## src/rtl/sdram_size_probe.sv

```systemverilog
// Memory presence/size detector: writes alias signatures, reads them back, reports
// the detected size and optionally clears the detected range. One instance per channel.
module sdram_size_probe #(
  parameter int unsigned ADDR_W     = 27,
  parameter int unsigned DATA_W     = 16,
  parameter int unsigned BASE_LOG2  = 25,
  parameter int unsigned PROBE_N    = 2,
  parameter int unsigned SIG_BASE   = 1032,
  parameter int unsigned SIG_STEP   = 1032,
  parameter int unsigned DUMMY_VAL  = 12345,
  parameter int unsigned CLEAR_EN   = 1,
  parameter int unsigned FILL_VAL   = 0,
  parameter int unsigned TIMEOUT_W  = 16,
  parameter int unsigned AUTO_START = 1
) (
  input  logic              clk_sys,
  input  logic              RESET,
  input  logic              start,
  output logic [ADDR_W-1:0] mem_addr,
  output logic [DATA_W-1:0] mem_din,
  output logic              mem_we,
  output logic              mem_rd,
  input  logic              mem_ready,
  input  logic [DATA_W-1:0] mem_dout,
  output logic              present,
  output logic [PROBE_N:0]  probe_ok,
  output logic [5:0]        size_log2,
  output logic              busy,
  output logic              done,
  output logic              timeout
);

  localparam int unsigned JW = (PROBE_N < 1) ? 1 : $clog2(PROBE_N + 1);
  localparam int unsigned CW = ADDR_W + 1;

  typedef enum logic [2:0] {
    S_IDLE, S_WAIT_RDY_INIT, S_WR_PROBE, S_WR_DUMMY, S_RD_PROBE, S_EVAL, S_CLEAR, S_DONE
  } state_t;

  // Each command is STROBE (one cycle), GAP (ready ignored), then WAIT for ready.
  typedef enum logic [1:0] {PH_WAIT, PH_STROBE, PH_GAP} phase_t;

  state_t              state;
  phase_t              phase;
  logic [JW-1:0]       idx;
  logic [PROBE_N:0]    match;
  logic [CW-1:0]       clr_cnt;
  logic [TIMEOUT_W-1:0] tmo_cnt;
  logic                auto_pend;
  logic                waiting;
  logic                rdy_hit;
  logic                tmo_hit;
  logic                clear_end;

  function automatic logic [ADDR_W-1:0] probe_addr(input logic [JW-1:0] j);
    if (j == '0) return '0;
    return ADDR_W'(1) << (BASE_LOG2 + 32'(j) - 1);
  endfunction

  function automatic logic [DATA_W-1:0] sig(input logic [JW-1:0] j);
    return DATA_W'(SIG_BASE + 32'(j) * SIG_STEP);
  endfunction

  // Size grows only while the probes above address 0 match contiguously.
  function automatic logic [5:0] eval_size(input logic [PROBE_N:0] m);
    int unsigned k;
    logic        run;
    k   = 0;
    run = 1'b1;
    for (int unsigned j = 1; j <= PROBE_N; j++) begin
      if (run && m[j]) k = j;
      else run = 1'b0;
    end
    return m[0] ? 6'(BASE_LOG2 + k) : 6'd0;
  endfunction

  always_comb begin
    waiting   = (phase == PH_WAIT) &&
                (state inside {S_WAIT_RDY_INIT, S_WR_PROBE, S_WR_DUMMY, S_RD_PROBE, S_CLEAR});
    rdy_hit   = waiting && mem_ready;
    tmo_hit   = waiting && !mem_ready && (tmo_cnt == '1);
    clear_end = (clr_cnt == (CW'(1) << size_log2));
  end

  always_ff @(posedge clk_sys) begin
    if (RESET) begin
      state     <= S_IDLE;
      phase     <= PH_WAIT;
      idx       <= '0;
      match     <= '0;
      clr_cnt   <= '0;
      tmo_cnt   <= '0;
      auto_pend <= (AUTO_START != 0);
      mem_addr  <= '0;
      mem_din   <= '0;
      mem_we    <= 1'b0;
      mem_rd    <= 1'b0;
      present   <= 1'b0;
      probe_ok  <= '0;
      size_log2 <= '0;
      busy      <= 1'b0;
      done      <= 1'b0;
      timeout   <= 1'b0;
    end else begin
      mem_we <= 1'b0;
      mem_rd <= 1'b0;
      case (phase)
        PH_STROBE: phase <= PH_GAP;
        PH_GAP:    phase <= PH_WAIT;
        default:   ;
      endcase
      if (waiting && !mem_ready) tmo_cnt <= tmo_cnt + TIMEOUT_W'(1);
      else                       tmo_cnt <= '0;

      if (tmo_hit) begin
        state     <= S_DONE;
        present   <= 1'b0;
        probe_ok  <= '0;
        size_log2 <= '0;
        timeout   <= 1'b1;
        busy      <= 1'b0;
        done      <= 1'b1;
      end else begin
        case (state)
          S_IDLE, S_DONE: begin
            if (start || auto_pend) begin
              auto_pend <= 1'b0;
              match     <= '0;
              present   <= 1'b0;
              probe_ok  <= '0;
              size_log2 <= '0;
              timeout   <= 1'b0;
              done      <= 1'b0;
              busy      <= 1'b1;
              phase     <= PH_WAIT;
              state     <= S_WAIT_RDY_INIT;
            end
          end
          S_WAIT_RDY_INIT: begin
            if (rdy_hit) begin
              idx      <= JW'(PROBE_N);
              mem_we   <= 1'b1;
              mem_addr <= probe_addr(JW'(PROBE_N));
              mem_din  <= sig(JW'(PROBE_N));
              phase    <= PH_STROBE;
              state    <= S_WR_PROBE;
            end
          end
          S_WR_PROBE: begin
            if (rdy_hit) begin
              mem_we <= 1'b1;
              phase  <= PH_STROBE;
              if (idx != '0) begin
                idx      <= idx - JW'(1);
                mem_addr <= probe_addr(idx - JW'(1));
                mem_din  <= sig(idx - JW'(1));
              end else begin
                // Discharge the data bus so a floating bus cannot echo a signature.
                mem_addr <= ADDR_W'(1) << (BASE_LOG2 - 1);
                mem_din  <= DATA_W'(DUMMY_VAL);
                state    <= S_WR_DUMMY;
              end
            end
          end
          S_WR_DUMMY: begin
            if (rdy_hit) begin
              idx      <= JW'(PROBE_N);
              mem_rd   <= 1'b1;
              mem_addr <= probe_addr(JW'(PROBE_N));
              phase    <= PH_STROBE;
              state    <= S_RD_PROBE;
            end
          end
          S_RD_PROBE: begin
            if (rdy_hit) begin
              match[idx] <= (mem_dout == sig(idx));
              if (idx != '0) begin
                idx      <= idx - JW'(1);
                mem_rd   <= 1'b1;
                mem_addr <= probe_addr(idx - JW'(1));
                phase    <= PH_STROBE;
              end else begin
                state <= S_EVAL;
              end
            end
          end
          S_EVAL: begin
            present   <= match[0];
            probe_ok  <= match;
            size_log2 <= eval_size(match);
            phase     <= PH_WAIT;
            if ((CLEAR_EN != 0) && match[0]) begin
              clr_cnt <= '0;
              state   <= S_CLEAR;
            end else begin
              busy  <= 1'b0;
              done  <= 1'b1;
              state <= S_DONE;
            end
          end
          S_CLEAR: begin
            if (rdy_hit) begin
              if (clear_end) begin
                busy  <= 1'b0;
                done  <= 1'b1;
                state <= S_DONE;
              end else begin
                mem_we   <= 1'b1;
                mem_addr <= clr_cnt[ADDR_W-1:0];
                mem_din  <= DATA_W'(FILL_VAL);
                clr_cnt  <= clr_cnt + CW'(1);
                phase    <= PH_STROBE;
              end
            end
          end
          default: state <= S_IDLE;
        endcase
      end
    end
  end

endmodule

```

## config.mk

```make
export PLATFORM = sky130hd
export DESIGN_NAME = sdram_size_probe
export DESIGN_NICKNAME = d
export VERILOG_FILES = /design/src/rtl/sdram_size_probe.sv
export SDC_FILE = /design/constraint.sdc
export NUM_CORES = 1
export LEC_CHECK = 0
export ABC_AREA = 1
export CORE_ASPECT_RATIO = 2
export CORE_MARGIN = 2
export CORE_UTILIZATION = 53
export CTS_BUF_LIST = sky130_fd_sc_hd__clkbuf_8
export DETAILED_ROUTE_END_ITERATION = 10
export GPL_ROUTABILITY_DRIVEN = 0
export PLACE_DENSITY = 0.77
export SLEW_MARGIN = 20
export SYNTH_ARGS = -nofsm -noshare
export SYNTH_HDL_FRONTEND = slang
export SYNTH_SLANG_ARGS = --single-unit
```

## constraint.sdc

```tcl
create_clock -name clk_sys -period 2.8 [get_ports clk_sys]
set_clock_uncertainty 0.2 [all_clocks]
set_input_delay 0.42 -clock clk_sys [delete_from_list [all_inputs] [get_ports clk_sys]]
set_output_delay 0.42 -clock clk_sys [all_outputs]
set_load 0.01 [all_outputs]
```

==> flow_results.xml, run 1 <==
<?xml version="1.0" encoding="UTF-8"?>
<metrics>
  <group name="outcome">
    <metric name="run_status" unit="">complete, no violations</metric>
  </group>
  <group name="final_layout">
    <metric name="commonest_non_fill_non_tap_cells_in_the_layout" unit="">235 x sky130_fd_sc_hd__nand2_1, 118 x sky130_fd_sc_hd__nor2_1, 99 x sky130_fd_sc_hd__dfxtp_1</metric>
    <metric name="finalNetCount" unit="">1003</metric>
    <metric name="layout_commonest_cell" unit="">sky130_fd_sc_hd__nand2_1</metric>
    <metric name="final_layout_size_suffix_gt1_share" unit="%">7.49</metric>
    <metric name="syn_to_final_growth" unit="%">17.2</metric>
    <metric name="antennaDiodeCount" unit="">0</metric>
  </group>
  <group name="timing">
    <metric name="setup-violations-final" unit="">0</metric>
    <metric name="finalHoldWorstSlack" unit="ps">255</metric>
    <metric name="crit_path_setup_slack_layout" unit="ps">340</metric>
    <metric name="number_of_hold_violations_in_the_final_report" unit="">0</metric>
    <metric name="final.period_utilization" unit="%">87.9</metric>
    <metric name="final_max_slew_violation_count" unit="">0</metric>
    <metric name="rsz_0062_raised_after_global_routing" unit="">no</metric>
    <metric name="setup_tns" unit="ps">0</metric>
    <metric name="pin_slew_with_the_least_headroom_to_its_limit" unit="ps">659</metric>
    <metric name="worst_slew_slack_as_a_fraction_of_its_limit" unit="%">56.0</metric>
    <metric name="post-route-min-period" unit="ps">2460</metric>
    <metric name="max_freq" unit="MHz">406</metric>
  </group>
  <group name="critical_path">
    <metric name="cpMostUsedCell" unit="">sky130_fd_sc_hd__nor2_1</metric>
    <metric name="path_class" unit="">reg2reg</metric>
    <metric name="cp_slowest_cell" unit="">sky130_fd_sc_hd__dfxtp_1</metric>
    <metric name="worstPathRequired" unit="ps">2900</metric>
    <metric name="critical_path.endpoint_type" unit="">flop</metric>
    <metric name="slowest_delay" unit="ps">520</metric>
    <metric name="setup.worst_path.start_class" unit="">flop</metric>
    <metric name="worstPathMaxFanout" unit="">11</metric>
    <metric name="cpLargestDelayFamily" unit="">simple AND/OR/NAND/NOR gates</metric>
    <metric name="worstPathCellList" unit="">inv_1 &gt; nor2_2 &gt; nor2_1 &gt; inv_2 &gt; nand3_1 &gt; buf_4 &gt; o21ai_1 &gt; inv_1 &gt; nor2_1 &gt; nor2_1 &gt; a211oi_1</metric>
    <metric name="timing.critical_path.arrival" unit="ps">2560</metric>
    <metric name="cp_num_buf_inv" unit="">4</metric>
  </group>
  <group name="clocking">
    <metric name="cts_repair_resize_count" unit="">0</metric>
    <metric name="insertion_delay" unit="ps">390</metric>
    <metric name="clock-root-buffer" unit="">sky130_fd_sc_hd__clkbuf_8</metric>
    <metric name="tritoncts" unit="">built</metric>
    <metric name="h-tree-depth" unit="">3</metric>
    <metric name="cts.sinks" unit="">99</metric>
    <metric name="cts_hold_repair.buffers" unit="">0</metric>
    <metric name="cts_inserted_buffers" unit="">9</metric>
    <metric name="clk_pin_slew" unit="ps">90</metric>
    <metric name="postCtsSetupBuffers" unit="">0</metric>
    <metric name="clockBufferDepth" unit="">2</metric>
  </group>
  <group name="pwr">
    <metric name="reported_leakage_power" unit="nW">2.54</metric>
    <metric name="totalPowerFinal" unit="mW">4.03</metric>
    <metric name="power_per_cell_area" unit="nW/um^2">579</metric>
    <metric name="peakVddDrop" unit="mV">0.486</metric>
  </group>
  <group name="yosys">
    <metric name="syn_avg_cell_area" unit="um^2">6.52</metric>
    <metric name="synth-async-reset-ratio" unit="%">0</metric>
    <metric name="synthDistinctLibCells" unit="">42</metric>
    <metric name="synth.cell_area" unit="um^2">5940</metric>
    <metric name="synthesis.yosys.warnings" unit="">0</metric>
    <metric name="synthFlopType" unit="">sky130_fd_sc_hd__dfxtp_1</metric>
    <metric name="synth_cells" unit="">910</metric>
    <metric name="synth-edff-count" unit="">0</metric>
    <metric name="flip_flop_and_latch_count_after_synthesis" unit="">99</metric>
    <metric name="yosysSeqAreaShare" unit="%">33.4</metric>
  </group>
  <group name="floorplan">
    <metric name="floorplan.initialDensity" unit="%">54.2</metric>
    <metric name="die_width" unit="um">78.8</metric>
    <metric name="dieArea" unit="um^2">12100</metric>
    <metric name="core" unit="um^2">10900</metric>
    <metric name="rows" unit="">54</metric>
    <metric name="fp.dieH" unit="um">154</metric>
    <metric name="boundaryPins" unit="">78</metric>
  </group>
  <group name="route">
    <metric name="drt.antenna.violating_nets" unit="">0</metric>
    <metric name="drt-wirelength-per-cell" unit="um">16.0</metric>
    <metric name="drt_pre_antenna_iters" unit="">5</metric>
    <metric name="drt_iter0_markers" unit="">516</metric>
    <metric name="final_wirelength" unit="um">17800</metric>
    <metric name="remaining_drc_errors" unit="">0</metric>
    <metric name="vias_per_cell" unit="">5.67</metric>
    <metric name="route.vias.total" unit="">6319</metric>
  </group>
  <group name="placed_design">
    <metric name="io_buffer_count" unit="">68</metric>
    <metric name="preCtsSetupSlack" unit="ps">376</metric>
    <metric name="place.detailed.hpwl" unit="um">13300</metric>
  </group>
  <group name="global_route">
    <metric name="pin_count_of_the_biggest_net_entering_global_routing" unit="">62</metric>
    <metric name="grt_usage" unit="%">29.4</metric>
    <metric name="grt_pass1_wl" unit="um">28100</metric>
    <metric name="grt_overflow_total" unit="">0</metric>
    <metric name="grt_antenna_before_repair" unit="">0</metric>
    <metric name="via_count_of_the_first_global_routing_pass" unit="">5932</metric>
  </group>
  <group name="flow_run">
    <metric name="drv.max_cap_violation_count" unit="">0</metric>
  </group>
  <group name="worst_hold_path">
    <metric name="min-delay-path-class" unit="">reg2reg</metric>
  </group>
</metrics>
-- through the flow --
step | util [%] | instance area, um^2 | cells
final | 63.6 | 6960 | 1115
after global placement | 61.5 | 6730 | 1099
after floorplan | - | 5970 | 918
after CTS | 63.6 | 6960 | 1115
after detailed placement | 61.5 | 6730 | 1099
after global routing | 63.6 | 6960 | 1115
-- sequential cells by signal (all words and copies together) (netlist names), 2 cells and up --
| signal | cells |
|---|---|
| clr_cnt | 28 |
| idx | 2 |
| match | 3 |
| mem_addr | 27 |
| mem_din | 6 |
| phase | 2 |
| probe_ok | 2 |
| size_log2 | 3 |
| state | 3 |
| tmo_cnt | 16 |
-- synthesized netlist by cell type, types with 9 or more instances --
cell type	n	share of area [%]
sky130_fd_sc_hd__nand2_1	235	15
sky130_fd_sc_hd__nor2_1	119	7.5
sky130_fd_sc_hd__dfxtp_1	99	33
sky130_fd_sc_hd__a21oi_1	81	6.8
sky130_fd_sc_hd__nand4_1	73	7.7
sky130_fd_sc_hd__inv_1	68	4.3
sky130_fd_sc_hd__nand3_1	50	4.2
sky130_fd_sc_hd__clkbuf_1	24	1.5
sky130_fd_sc_hd__nor3_1	18	1.5
sky130_fd_sc_hd__xor2_1	18	2.7
sky130_fd_sc_hd__buf_4	15	1.9
sky130_fd_sc_hd__ha_1	13	2.7
sky130_fd_sc_hd__o21ai_0	13	1.1
sky130_fd_sc_hd__buf_2	9	0.76
sky130_fd_sc_hd__inv_2	9	0.57
sky130_fd_sc_hd__nor2_2	9	0.95
-- final cells by class --
cell class              count  area [um^2]
clock buffers              10          138
clock inverters             6         88.8
fillers                  1044         3990
inverters                  77          289
multi-input cells         687         3400
flip-flops and latches     99         1980
well taps                 140          175
repair buffers             96          886
-- layer usage --
metal / vias to the layer above / GRT usage, % / part of all wire, %
met5: - / 0 / 0
met4: 0 / 22.2 / 7.3
met3: 90 / 3.93 / 3.8
met2: 234 / 54.8 / 55
met1: 2893 / 28.1 / 34
li1: 3102 / - / -
-- logic make-up (layout without fill, tap and decap cells) --
kind of cell / Yosys count / count (layout) / share of synthesized area, %
adder cells (fa/ha/maj): 13 / 13 / 2.74
AND/OR/NAND/NOR: 528 / 528 / 40.2
other: 1 / 9 / 0.0632
flip-flops: 99 / 99 / 33.4
AO/OA/AOI/OAI: 112 / 112 / 10.1
buffers and inverters: 132 / 189 / 9.86
XOR/XNOR: 25 / 25 / 3.69
-- path summary, 6_finish.rpt --
| path | startpoint | endpoint | slack (ps) | cells past startpoint |
|---|---|---|---|---|
| worst min register to register | tmo_cnt[0]$_SDFF_PP0_ | tmo_cnt[0]$_SDFF_PP0_ | 260 | 1 |
| worst max register to register | state[2]$_SDFFE_PP0P_ | match[1]$_SDFFE_PP0P_ | 340 | 11 |
| worst max-delay path | state[2]$_SDFFE_PP0P_ | match[1]$_SDFFE_PP0P_ | 340 | 11 |
| worst min-delay path | tmo_cnt[0]$_SDFF_PP0_ | tmo_cnt[0]$_SDFF_PP0_ | 260 | 1 |
-- power by group --
group          switching [mW]  total [mW]  leakage (nW)  internal, mW
sequential             0.0963        1.59         0.799          1.49
combinational           0.954        1.39          1.62         0.435
clock                   0.524        1.05         0.114         0.529
total                    1.57        4.03          2.54          2.46
Note: power is estimated with default switching activity, not from simulation.
==> inputs of run 2 (changes only) <==
--- a/config.mk
+++ b/config.mk
@@ -12,7 +12,7 @@
 export CTS_BUF_LIST = sky130_fd_sc_hd__clkbuf_8
 export DETAILED_ROUTE_END_ITERATION = 10
 export GPL_ROUTABILITY_DRIVEN = 0
-export PLACE_DENSITY = 0.77
+export PLACE_DENSITY = 0.79
 export SLEW_MARGIN = 20
 export SYNTH_ARGS = -nofsm -noshare
 export SYNTH_HDL_FRONTEND = slang
==> run 2 against run 1 <==
  * Die area stayed put
  * First-iteration DRC count up 0.19%
  * Core utilization did not move
  * Cell area unchanged
  * Register-to-register slack worse by 150 ps
  * Highest routed layer unchanged
  * Clock power down 9%
  * Critical path depth decreased by 1
  * Via count increased by 1.6%
  * Total power fell by 1.8%
  * Sequential cell count stayed put
  * Setup slack worse by 150 ps
  * Count of clock-buffer cells in the layout shrank 1
==> flow_results.xml, run 2 (synthesis results as in run 1) <==
<?xml version="1.0" encoding="UTF-8"?>
<metrics>
  <group name="placed_design">
    <metric name="placed_cells_incl_taps" unit="">1095</metric>
    <metric name="io_buffer_count" unit="">68</metric>
    <metric name="place.detailed.hpwl" unit="um">12900</metric>
    <metric name="preCtsSetupSlack" unit="ps">251</metric>
  </group>
  <group name="global_route">
    <metric name="grt_pass1_wl" unit="um">27900</metric>
    <metric name="globalRoute.busiestLayer" unit="">met2</metric>
    <metric name="grt_antenna_before_repair" unit="">0</metric>
    <metric name="via_count_of_the_first_global_routing_pass" unit="">5901</metric>
    <metric name="grt_usage" unit="%">28.8</metric>
    <metric name="pin_count_of_the_biggest_net_entering_global_routing" unit="">62</metric>
    <metric name="grt_util_met1" unit="%">28.3</metric>
    <metric name="grt_use_met2" unit="%">52.7</metric>
    <metric name="grtUsageMet3" unit="%">4.46</metric>
    <metric name="grt_overflow_total" unit="">0</metric>
  </group>
  <group name="floorplan">
    <metric name="floorplan.initialDensity" unit="%">54.2</metric>
    <metric name="rows" unit="">54</metric>
    <metric name="die_width" unit="um">78.8</metric>
    <metric name="boundaryPins" unit="">78</metric>
    <metric name="fp.dieH" unit="um">154</metric>
    <metric name="dieArea" unit="um^2">12100</metric>
    <metric name="core" unit="um^2">10900</metric>
  </group>
  <group name="clocking">
    <metric name="cts_inserted_buffers" unit="">9</metric>
    <metric name="cts.sinks" unit="">99</metric>
    <metric name="tritoncts" unit="">built</metric>
    <metric name="clock-root-buffer" unit="">sky130_fd_sc_hd__clkbuf_8</metric>
    <metric name="h-tree-depth" unit="">3</metric>
    <metric name="insertion_delay" unit="ps">380</metric>
    <metric name="postCtsSetupBuffers" unit="">0</metric>
    <metric name="clockBufferDepth" unit="">2</metric>
    <metric name="clk_pin_slew" unit="ps">100</metric>
  </group>
  <group name="timing">
    <metric name="final_max_slew_violation_count" unit="">0</metric>
    <metric name="post-route-min-period" unit="ps">2610</metric>
    <metric name="final.period_utilization" unit="%">93.2</metric>
    <metric name="setup_tns" unit="ps">0</metric>
    <metric name="max_freq" unit="MHz">383</metric>
    <metric name="number_of_hold_violations_in_the_final_report" unit="">0</metric>
    <metric name="rsz_0062_raised_after_global_routing" unit="">no</metric>
    <metric name="worst_slew_slack_as_a_fraction_of_its_limit" unit="%">55.3</metric>
    <metric name="crit_path_setup_slack_layout" unit="ps">190</metric>
    <metric name="pin_slew_with_the_least_headroom_to_its_limit" unit="ps">670</metric>
    <metric name="setup-violations-final" unit="">0</metric>
  </group>
  <group name="final_layout">
    <metric name="largest_reg_flops" unit="">28</metric>
    <metric name="syn_to_final_growth" unit="%">17.2</metric>
    <metric name="finalNetCount" unit="">1002</metric>
    <metric name="registers.top_by_ff_count" unit="">clr_cnt</metric>
    <metric name="fill_cells" unit="">1065</metric>
    <metric name="reg.largest.list" unit="">clr_cnt: 28 flops, mem_addr: 27 flops, tmo_cnt: 16 flops</metric>
    <metric name="layout_commonest_cell" unit="">sky130_fd_sc_hd__nand2_1</metric>
    <metric name="final_cell_count_no_fill" unit="">1113</metric>
    <metric name="final_layout_size_suffix_gt1_share" unit="%">7.71</metric>
    <metric name="commonest_non_fill_non_tap_cells_in_the_layout" unit="">235 x sky130_fd_sc_hd__nand2_1, 118 x sky130_fd_sc_hd__nor2_1, 97 x sky130_fd_sc_hd__dfxtp_1</metric>
    <metric name="antennaDiodeCount" unit="">0</metric>
  </group>
  <group name="critical_path">
    <metric name="worstReg2RegEnd" unit="">clr_cnt[2]$_SDFFE_PP0P_</metric>
    <metric name="ff2ff_path_depth" unit="">10</metric>
    <metric name="rrSetupSlack" unit="ps">190</metric>
    <metric name="path_class" unit="">reg2reg</metric>
    <metric name="worstPathRequired" unit="ps">2920</metric>
    <metric name="worstPathMaxFanout" unit="">14</metric>
    <metric name="setup.worst_path.start_class" unit="">flop</metric>
    <metric name="cp-startpoint" unit="">size_log2[0]$_SDFFE_PP0P_</metric>
    <metric name="setup.worst_path.end" unit="">clr_cnt[2]$_SDFFE_PP0P_</metric>
    <metric name="timing.critical_path.arrival" unit="ps">2730</metric>
    <metric name="critical_path.endpoint_type" unit="">flop</metric>
    <metric name="r2r_start" unit="">size_log2[0]$_SDFFE_PP0P_</metric>
  </group>
  <group name="route">
    <metric name="final_wirelength" unit="um">17900</metric>
    <metric name="drt.antenna.violating_nets" unit="">0</metric>
    <metric name="vias_per_cell" unit="">5.77</metric>
    <metric name="drt_pre_antenna_iters" unit="">5</metric>
    <metric name="drt-wirelength-per-cell" unit="um">16.1</metric>
    <metric name="remaining_drc_errors" unit="">0</metric>
    <metric name="drt_iter0_markers" unit="">517</metric>
    <metric name="route.vias.total" unit="">6423</metric>
  </group>
  <group name="pwr">
    <metric name="peakVddDrop" unit="mV">0.414</metric>
    <metric name="power_per_cell_area" unit="nW/um^2">569</metric>
    <metric name="reported_leakage_power" unit="nW">2.50</metric>
  </group>
  <group name="worst_hold_path">
    <metric name="min-delay-path-class" unit="">reg2reg</metric>
  </group>
  <group name="outcome">
    <metric name="run_status" unit="">complete, no violations</metric>
  </group>
  <group name="flow_run">
    <metric name="drv.max_cap_violation_count" unit="">0</metric>
  </group>
</metrics>
## run 2: repair_timing
item / 4_1_cts / 5_1_grt
hold buffers: 0 / 0
gates resized for setup: 0 / 7
endpoints found under the setup margin: 0 / 31
## run 2: through the flow
step	hold WS [ps]	area [um^2]	power (mW)	utilization (%)
after floorplan	218	5970	2.56	-
after global placement	230	6700	2.95	61.2
after detailed placement	251	6700	2.97	61.2
after CTS	266	6900	3.91	63.0
after global routing	284	6960	4.18	63.6
final	260	6960	3.96	63.6
## run 2: where the power goes
group          internal [mW]  total [mW]  leakage [nW]  switching [mW]
logic                  0.441        1.41          1.61           0.967
clock network          0.418       0.952        0.0927           0.534
registers               1.49        1.60         0.800           0.105
total                   2.35        3.96          2.50            1.61
## run 2: layer usage
metal	routed length (um)	vias to the layer above
met5	0	-
met4	1360	0
met3	895	109
met2	9450	274
met1	6160	2932
li1	-	3108
## run 2: layout make-up
| class | instances | area, um^2 | area share (%) |
|---|---|---|---|
| clock buffers | 9 | 124 | 1.78 |
| clock inverters | 6 | 71.3 | 1.02 |
| inverters | 77 | 289 | 4.15 |
| multi-input cells | 690 | 3460 | 49.7 |
| flip-flops and latches | 99 | 1980 | 28.5 |
| well taps | 140 | 175 | 2.52 |
| repair buffers | 92 | 860 | 12.4 |
## run 2: how the worst min path moves through the flow
stage,from,end,slack (ps),depth (start not counted)
after detailed placement,tmo_cnt[0]$_SDFF_PP0_,tmo_cnt[0]$_SDFF_PP0_,250,1
after CTS,tmo_cnt[0]$_SDFF_PP0_,tmo_cnt[0]$_SDFF_PP0_,270,1
after global routing,mem_addr[20]$_SDFFE_PP0P_,mem_addr[20]$_SDFFE_PP0P_,280,2
after floorplan,tmo_cnt[0]$_SDFF_PP0_,tmo_cnt[0]$_SDFF_PP0_,220,1
final,tmo_cnt[0]$_SDFF_PP0_,tmo_cnt[0]$_SDFF_PP0_,260,1
after global placement,tmo_cnt[0]$_SDFF_PP0_,tmo_cnt[0]$_SDFF_PP0_,230,1
## run 2: critical path: stages, from the launching register on
cell and delay [ps]:
sky130_fd_sc_hd__dfxtp_1 530, sky130_fd_sc_hd__nand2_2 100, sky130_fd_sc_hd__nor2_2 200, sky130_fd_sc_hd__nand2_1 80
sky130_fd_sc_hd__nand2_1 80, sky130_fd_sc_hd__nand2_1 70, sky130_fd_sc_hd__nor3_2 450, sky130_fd_sc_hd__nand3_4 290
sky130_fd_sc_hd__nand3_4 310, sky130_fd_sc_hd__nand2_1 100, sky130_fd_sc_hd__a21oi_1 140
